[src/rtl/fetch_queue_stage.sv]
// Fetch front-end: PC generation, in-order instruction-memory requests and a prefetch queue toward decode.
// Optional FETCH_PERF_CNT_EN adds stall and redirect performance counters.
module fetch_queue_stage #(
    parameter int              XLEN     = 32,
    parameter int              ILEN     = 32,
    parameter int              DEPTH    = 4,
    parameter logic [XLEN-1:0] RESET_PC = '0,
    parameter int              PC_STEP  = 4
) (
    input  logic            clk,
    input  logic            rst_n,
    input  logic            redirect_valid,
    input  logic [XLEN-1:0] redirect_pc,
    output logic            imem_req_valid,
    input  logic            imem_req_ready,
    output logic [XLEN-1:0] imem_req_addr,
    input  logic            imem_rsp_valid,
    input  logic [ILEN-1:0] imem_rsp_data,
    output logic            id_valid,
    input  logic            id_ready,
    output logic [XLEN-1:0] id_pc,
`ifdef FETCH_PERF_CNT_EN
    output logic [ILEN-1:0] id_instr,
    output logic [31:0]     perf_stall_cnt,
    output logic [31:0]     perf_redirect_cnt
`else
    output logic [ILEN-1:0] id_instr
`endif
);

    localparam int AW = $clog2(DEPTH);
    localparam int CW = AW + 1;

    typedef enum logic [1:0] {BOOT, RUN, DRAIN} state_t;

    state_t          state;
    logic [XLEN-1:0] pc;
    logic [XLEN-1:0] rsp_pc;
    logic [XLEN-1:0] q_pc    [DEPTH];
    logic [ILEN-1:0] q_instr [DEPTH];
    logic [AW-1:0]   wr_ptr;
    logic [AW-1:0]   rd_ptr;
    logic [CW-1:0]   count;
    logic [CW-1:0]   outstanding;
    logic [CW-1:0]   drop_cnt;
    logic [XLEN-1:0] head_pc;
    logic [ILEN-1:0] head_instr;

    logic            credit_ok;
    logic            req_fire;
    logic            rsp_take;
    logic            push;
    logic            pop;
    logic [CW-1:0]   out_after_rsp;
    logic [CW-1:0]   count_after_pop;
    logic [AW-1:0]   next_rd;
    logic [XLEN-1:0] head_pc_d;
    logic [ILEN-1:0] head_instr_d;

    // Queue slots plus in-flight requests never exceed DEPTH, so a response always has room.
    assign credit_ok       = ((CW+1)'(count) + (CW+1)'(outstanding)) < (CW+1)'(DEPTH);
    assign imem_req_valid  = (state == RUN) && !redirect_valid && credit_ok;
    assign req_fire        = imem_req_valid && imem_req_ready;
    assign rsp_take        = imem_rsp_valid && (outstanding != '0);
    assign push            = (state == RUN) && !redirect_valid && rsp_take;
    assign id_valid        = (count != '0) && !redirect_valid;
    assign pop             = id_valid && id_ready;
    assign out_after_rsp   = outstanding - CW'(rsp_take);
    assign count_after_pop = count - CW'(pop);
    assign next_rd         = rd_ptr + AW'(pop);

    assign imem_req_addr = pc;
    assign id_pc         = head_pc;
    assign id_instr      = head_instr;

    // The head register mirrors whatever entry sits at the queue head after this cycle's push/pop.
    always_comb begin
        head_pc_d    = head_pc;
        head_instr_d = head_instr;
        if (push && (count_after_pop == '0)) begin
            head_pc_d    = rsp_pc;
            head_instr_d = imem_rsp_data;
        end else if (count_after_pop != '0) begin
            head_pc_d    = q_pc[next_rd];
            head_instr_d = q_instr[next_rd];
        end
    end

    always_ff @(posedge clk) begin
        if (push) begin
            q_pc[wr_ptr]    <= rsp_pc;
            q_instr[wr_ptr] <= imem_rsp_data;
        end
    end

    always_ff @(posedge clk) begin
        if (!rst_n) begin
            state       <= BOOT;
            pc          <= RESET_PC;
            rsp_pc      <= RESET_PC;
            wr_ptr      <= '0;
            rd_ptr      <= '0;
            count       <= '0;
            outstanding <= '0;
            drop_cnt    <= '0;
            head_pc     <= '0;
            head_instr  <= '0;
        end else if (redirect_valid) begin
            // Every request still in flight now belongs to the old path and must be absorbed.
            pc          <= redirect_pc;
            rsp_pc      <= redirect_pc;
            wr_ptr      <= '0;
            rd_ptr      <= '0;
            count       <= '0;
            outstanding <= out_after_rsp;
            drop_cnt    <= out_after_rsp;
            state       <= (out_after_rsp != '0) ? DRAIN : RUN;
        end else begin
            case (state)
                BOOT:    state <= RUN;
                DRAIN: begin
                    if (rsp_take) begin
                        drop_cnt <= drop_cnt - CW'(1);
                        if (drop_cnt == CW'(1)) begin
                            state <= RUN;
                        end
                    end
                end
                default: state <= state;
            endcase
            if (req_fire) begin
                pc <= pc + XLEN'(PC_STEP);
            end
            if (push) begin
                rsp_pc <= rsp_pc + XLEN'(PC_STEP);
                wr_ptr <= wr_ptr + AW'(1);
            end
            rd_ptr      <= next_rd;
            count       <= count + CW'(push) - CW'(pop);
            outstanding <= outstanding + CW'(req_fire) - CW'(rsp_take);
            head_pc     <= head_pc_d;
            head_instr  <= head_instr_d;
        end
    end

`ifdef FETCH_PERF_CNT_EN
    always_ff @(posedge clk) begin
        if (!rst_n) begin
            perf_stall_cnt    <= '0;
            perf_redirect_cnt <= '0;
        end else begin
            if (id_valid && !id_ready) begin
                perf_stall_cnt <= perf_stall_cnt + 32'd1;
            end
            if (redirect_valid) begin
                perf_redirect_cnt <= perf_redirect_cnt + 32'd1;
            end
        end
    end
`endif

endmodule

[config.mk]
export PLATFORM = sky130hd
export DESIGN_NAME = fetch_queue_stage
export DESIGN_NICKNAME = d
export VERILOG_FILES = /design/src/rtl/fetch_queue_stage.sv
export SDC_FILE = /design/constraint.sdc
export NUM_CORES = 1
export LEC_CHECK = 0
export ABC_AREA = 1
export BUFFER_PORTS_ARGS = -buffer_cell sky130_fd_sc_hd__buf_4
export CAP_MARGIN = 10
export CORE_AREA = 5 5 258 159
export CTS_CLUSTER_SIZE = 14
export DETAILED_ROUTE_END_ITERATION = 8
export DIE_AREA = 0 0 263 164
export HOLD_SLACK_MARGIN = 0.03
export PLACE_DENSITY = 0.65
export SLEW_MARGIN = 20
export SYNTH_ARGS = -nofsm -noshare
export SYNTH_HDL_FRONTEND = slang
export SYNTH_SLANG_ARGS = --single-unit
[constraint.sdc]
create_clock -name clk -period 12.4 [get_ports clk]
set_clock_uncertainty 0.15 [all_clocks]
set_input_delay 0.62 -clock clk [delete_from_list [all_inputs] [get_ports clk]]
set_output_delay 0.62 -clock clk [all_outputs]
set_load 0.005 [all_outputs]
==> reports/qor.yml <==
sta:
  finalCritPeriodShare_pct: 32.5
  hold_violations: 0
  max_freq_mhz: 248
  tightest_slew_ns: 1.03
  period_minus_slack_ns: 4.03
  finalSetupViolCount: 0
  drv_slew: 0
  slew_headroom_pct: 31.5
  setup_tns_ns: 0
  rsz0062_at_grt: "no"
power_and_ir_drop:
  combPwrFrac_pct: 12.4
  p_sw_share_pct: 26.0
  clock_power_share_pct: 37.3
  vdd.ir_drop.worst_v: 0.0000865
  power_mw: 3.07
  p_sw_mw: 0.799
  power_frac_seq_pct: 50.4
  p_leak_nw: 8.41
  p_int_mw: 2.27
  p_per_area_nw_per_um2: 148
clock_network:
  cts_root_buf: "clkbuf_16"
  cts_tree: "built"
  cts_buffers: 40
  cts_num_sinks: 399
  postCtsSetupRepairBufs: 0
  clk_latency_ns: 0.55
  clk_path_buf_depth: 3
  cts-resized-gates: 0
  clk_pin_slew_ns: 0.06
  hold_buffers: 0
  htreeDepth: 2
routing:
  route.met3.wl_mm: 3.17
  dr_wl_met2_mm: 20.3
  drc: 0
  drt_iter0_drc: 1290
  top_layer: "met4"
  wire_per_inst_um: 17.3
  via_count: 14011
  totalWireLength_mm: 46.8
  viasPerCell: 5.18
  first_pass_iters: 5
  ant_nets: 0
  met1Wirelength_mm: 22.3
logic_synthesis:
  synth_edf_count: 256
  synth_flop_cell: "edfxtp_1"
  synth_warnings: 0
  ys_seq_area_share_pct: 59.2
  synth_nets: 2116
  synth_cell_types: 32
  syn_area_per_cell_um2: 8.80
  synthArstFlopShare_pct: 0
  syn_area_um2: 17800
  synth_seq_cells: 399
  syn_inst: 2026
finish:
  final_cell_mix: "nand2_1 (672), edfxtp_1 (256), nor2_1 (186)"
  fin_nets: 2241
  layout.cells.non_filler: 2705
  syn2layout_area_growth_pct: 16.3
  n_antenna_cell: 0
  final_common_cell: "nand2_1"
  drive_above_1_share_pct: 14.7
global_routing:
  antenna_found_initial: 0
  grt-ovfl-total: 0
  grt_pass1_wl_mm: 73.8
  grt_pass1_vias: 13184
  grt_max_degree: 97
  grt_usage_pct: 21.1
placement:
  port_buffers: 167
  dp_hpwl_mm: 28.8
  gp_congestion: 0.891
  dp.cells: 2631
floorplan:
  rows: 56
  io_pins: 168
  die-area_um2: 43100
  start_util_pct: 46.4
  fp.dieH_um: 164
  coreArea_um2: 38500
  die_w_um: 263
hold_path:
  hold_path_depth: 1
  hp-class: "primary input to flip-flop"
worst_setup_path:
  cp_max_fo: 87
  cp.required_ns: 12.69
  end_kind: "flip-flop"
  startpoint_type: "primary input"
  critPathKind: "primary input to flip-flop"
  cp.arrival_ns: 4.32
  reg2reg_slack_ns: 8.38
  rr_worst_depth: 12
run:
  maxCapViolations: 0
status:
  outcome: "finished, final reports clean"
-- Yosys cell counts, types with 5 or more instances --
| cell type | n | area, um^2 |
|---|---|---|
| ha_1 | 18 | 225 |
| buf_2 | 33 | 165 |
| xnor2_1 | 9 | 78.8 |
| or2_2 | 67 | 419 |
| edfxtp_1 | 256 | 7690 |
| inv_1 | 92 | 345 |
| clkbuf_1 | 64 | 240 |
| xor2_1 | 15 | 131 |
| nand3_1 | 59 | 295 |
| a21oi_1 | 120 | 601 |
| nor2_1 | 192 | 721 |
| nor3_1 | 7 | 35.0 |
| nand4_1 | 5 | 31.3 |
| nand2_1 | 672 | 2520 |
| a31oi_1 | 7 | 43.8 |
| dfxtp_1 | 143 | 2860 |
| o21ai_0 | 172 | 861 |
| o21ai_1 | 60 | 300 |
| nand3b_1 | 12 | 90.1 |
-- final timing paths --
kind,from,to
min reg2reg,imem_req_addr[0],imem_req_addr[0]
max reg2reg,count[1],id_instr[29]
max,redirect_valid,id_instr[29]
min,imem_rsp_data[28],q_instr[2][28]
-- layer usage --
| metal | GRT usage, % | vias to the layer above |
|---|---|---|
| li1 | - | 6959 |
| met1 | 31.9 | 6543 |
| met2 | 31.7 | 433 |
| met3 | 4.04 | 76 |
| met4 | 4.80 | 0 |
| met5 | 0 | - |
-- layout make-up --
class | count | area [um^2]
inverters | 96 | 362
flip-flops and latches | 399 | 10600
repair buffers | 183 | 1370
well taps | 522 | 653
clock buffers | 63 | 1140
fillers | 3486 | 17700
clock inverters | 11 | 90.1
multi-input cells | 1431 | 6570
-- sequential cells by signal, summed over array words and instances, names as in the netlist, 32 cells and up --
register	cells
rsp_pc	32
q_pc	128
id_instr	32
imem_req_addr	32
id_pc	32
q_instr	128
-- kinds of logic after synthesis --
kind of cell | synth area share [%]
AND/OR/NAND/NOR | 23.4
buffers and inverters | 4.38
AO/OA/AOI/OAI | 10.3
adder cells (fa/ha/maj) | 1.49
XOR/XNOR | 1.18
flip-flops | 59.2
-- critical path, cell delays in order --
cell and delay (ns):
buf_4 0.39, a21oi_1 0.12, and2_1 0.23, ha_4 0.72, clkinv_2 0.69, buf_4 0.60, o21ai_0 0.30, o21ai_0 0.10
nand2_1 0.09, nand2_1 0.07, a21oi_1 0.18, nor2_1 0.06
-- power by group through the flow --
stage                     clock network, mW  logic, mW  registers [mW]
final                                  1.14      0.379            1.54
after CTS                              1.17      0.382            1.54
after floorplan                           0      0.234            1.56
after detailed placement                  0      0.380            1.57
after global placement                    0      0.373            1.57
after global routing                   1.23      0.432            1.55
-- through the flow --
step | hold slack, ns | cell area [um^2] | util (%) | worst slack [ns]
finish | 0.130 | 20700 | 53.9 | 8.37
global route | 0.104 | 20700 | 53.9 | 7.92
CTS | 0.0985 | 20700 | 53.9 | 8.41
detailed placement | 0.309 | 19500 | 50.7 | 7.84
global placement | 0.300 | 19500 | 50.7 | 7.93
floorplan | 0.302 | 17800 | - | 7.93
Power figures use the tool's default switching activity.
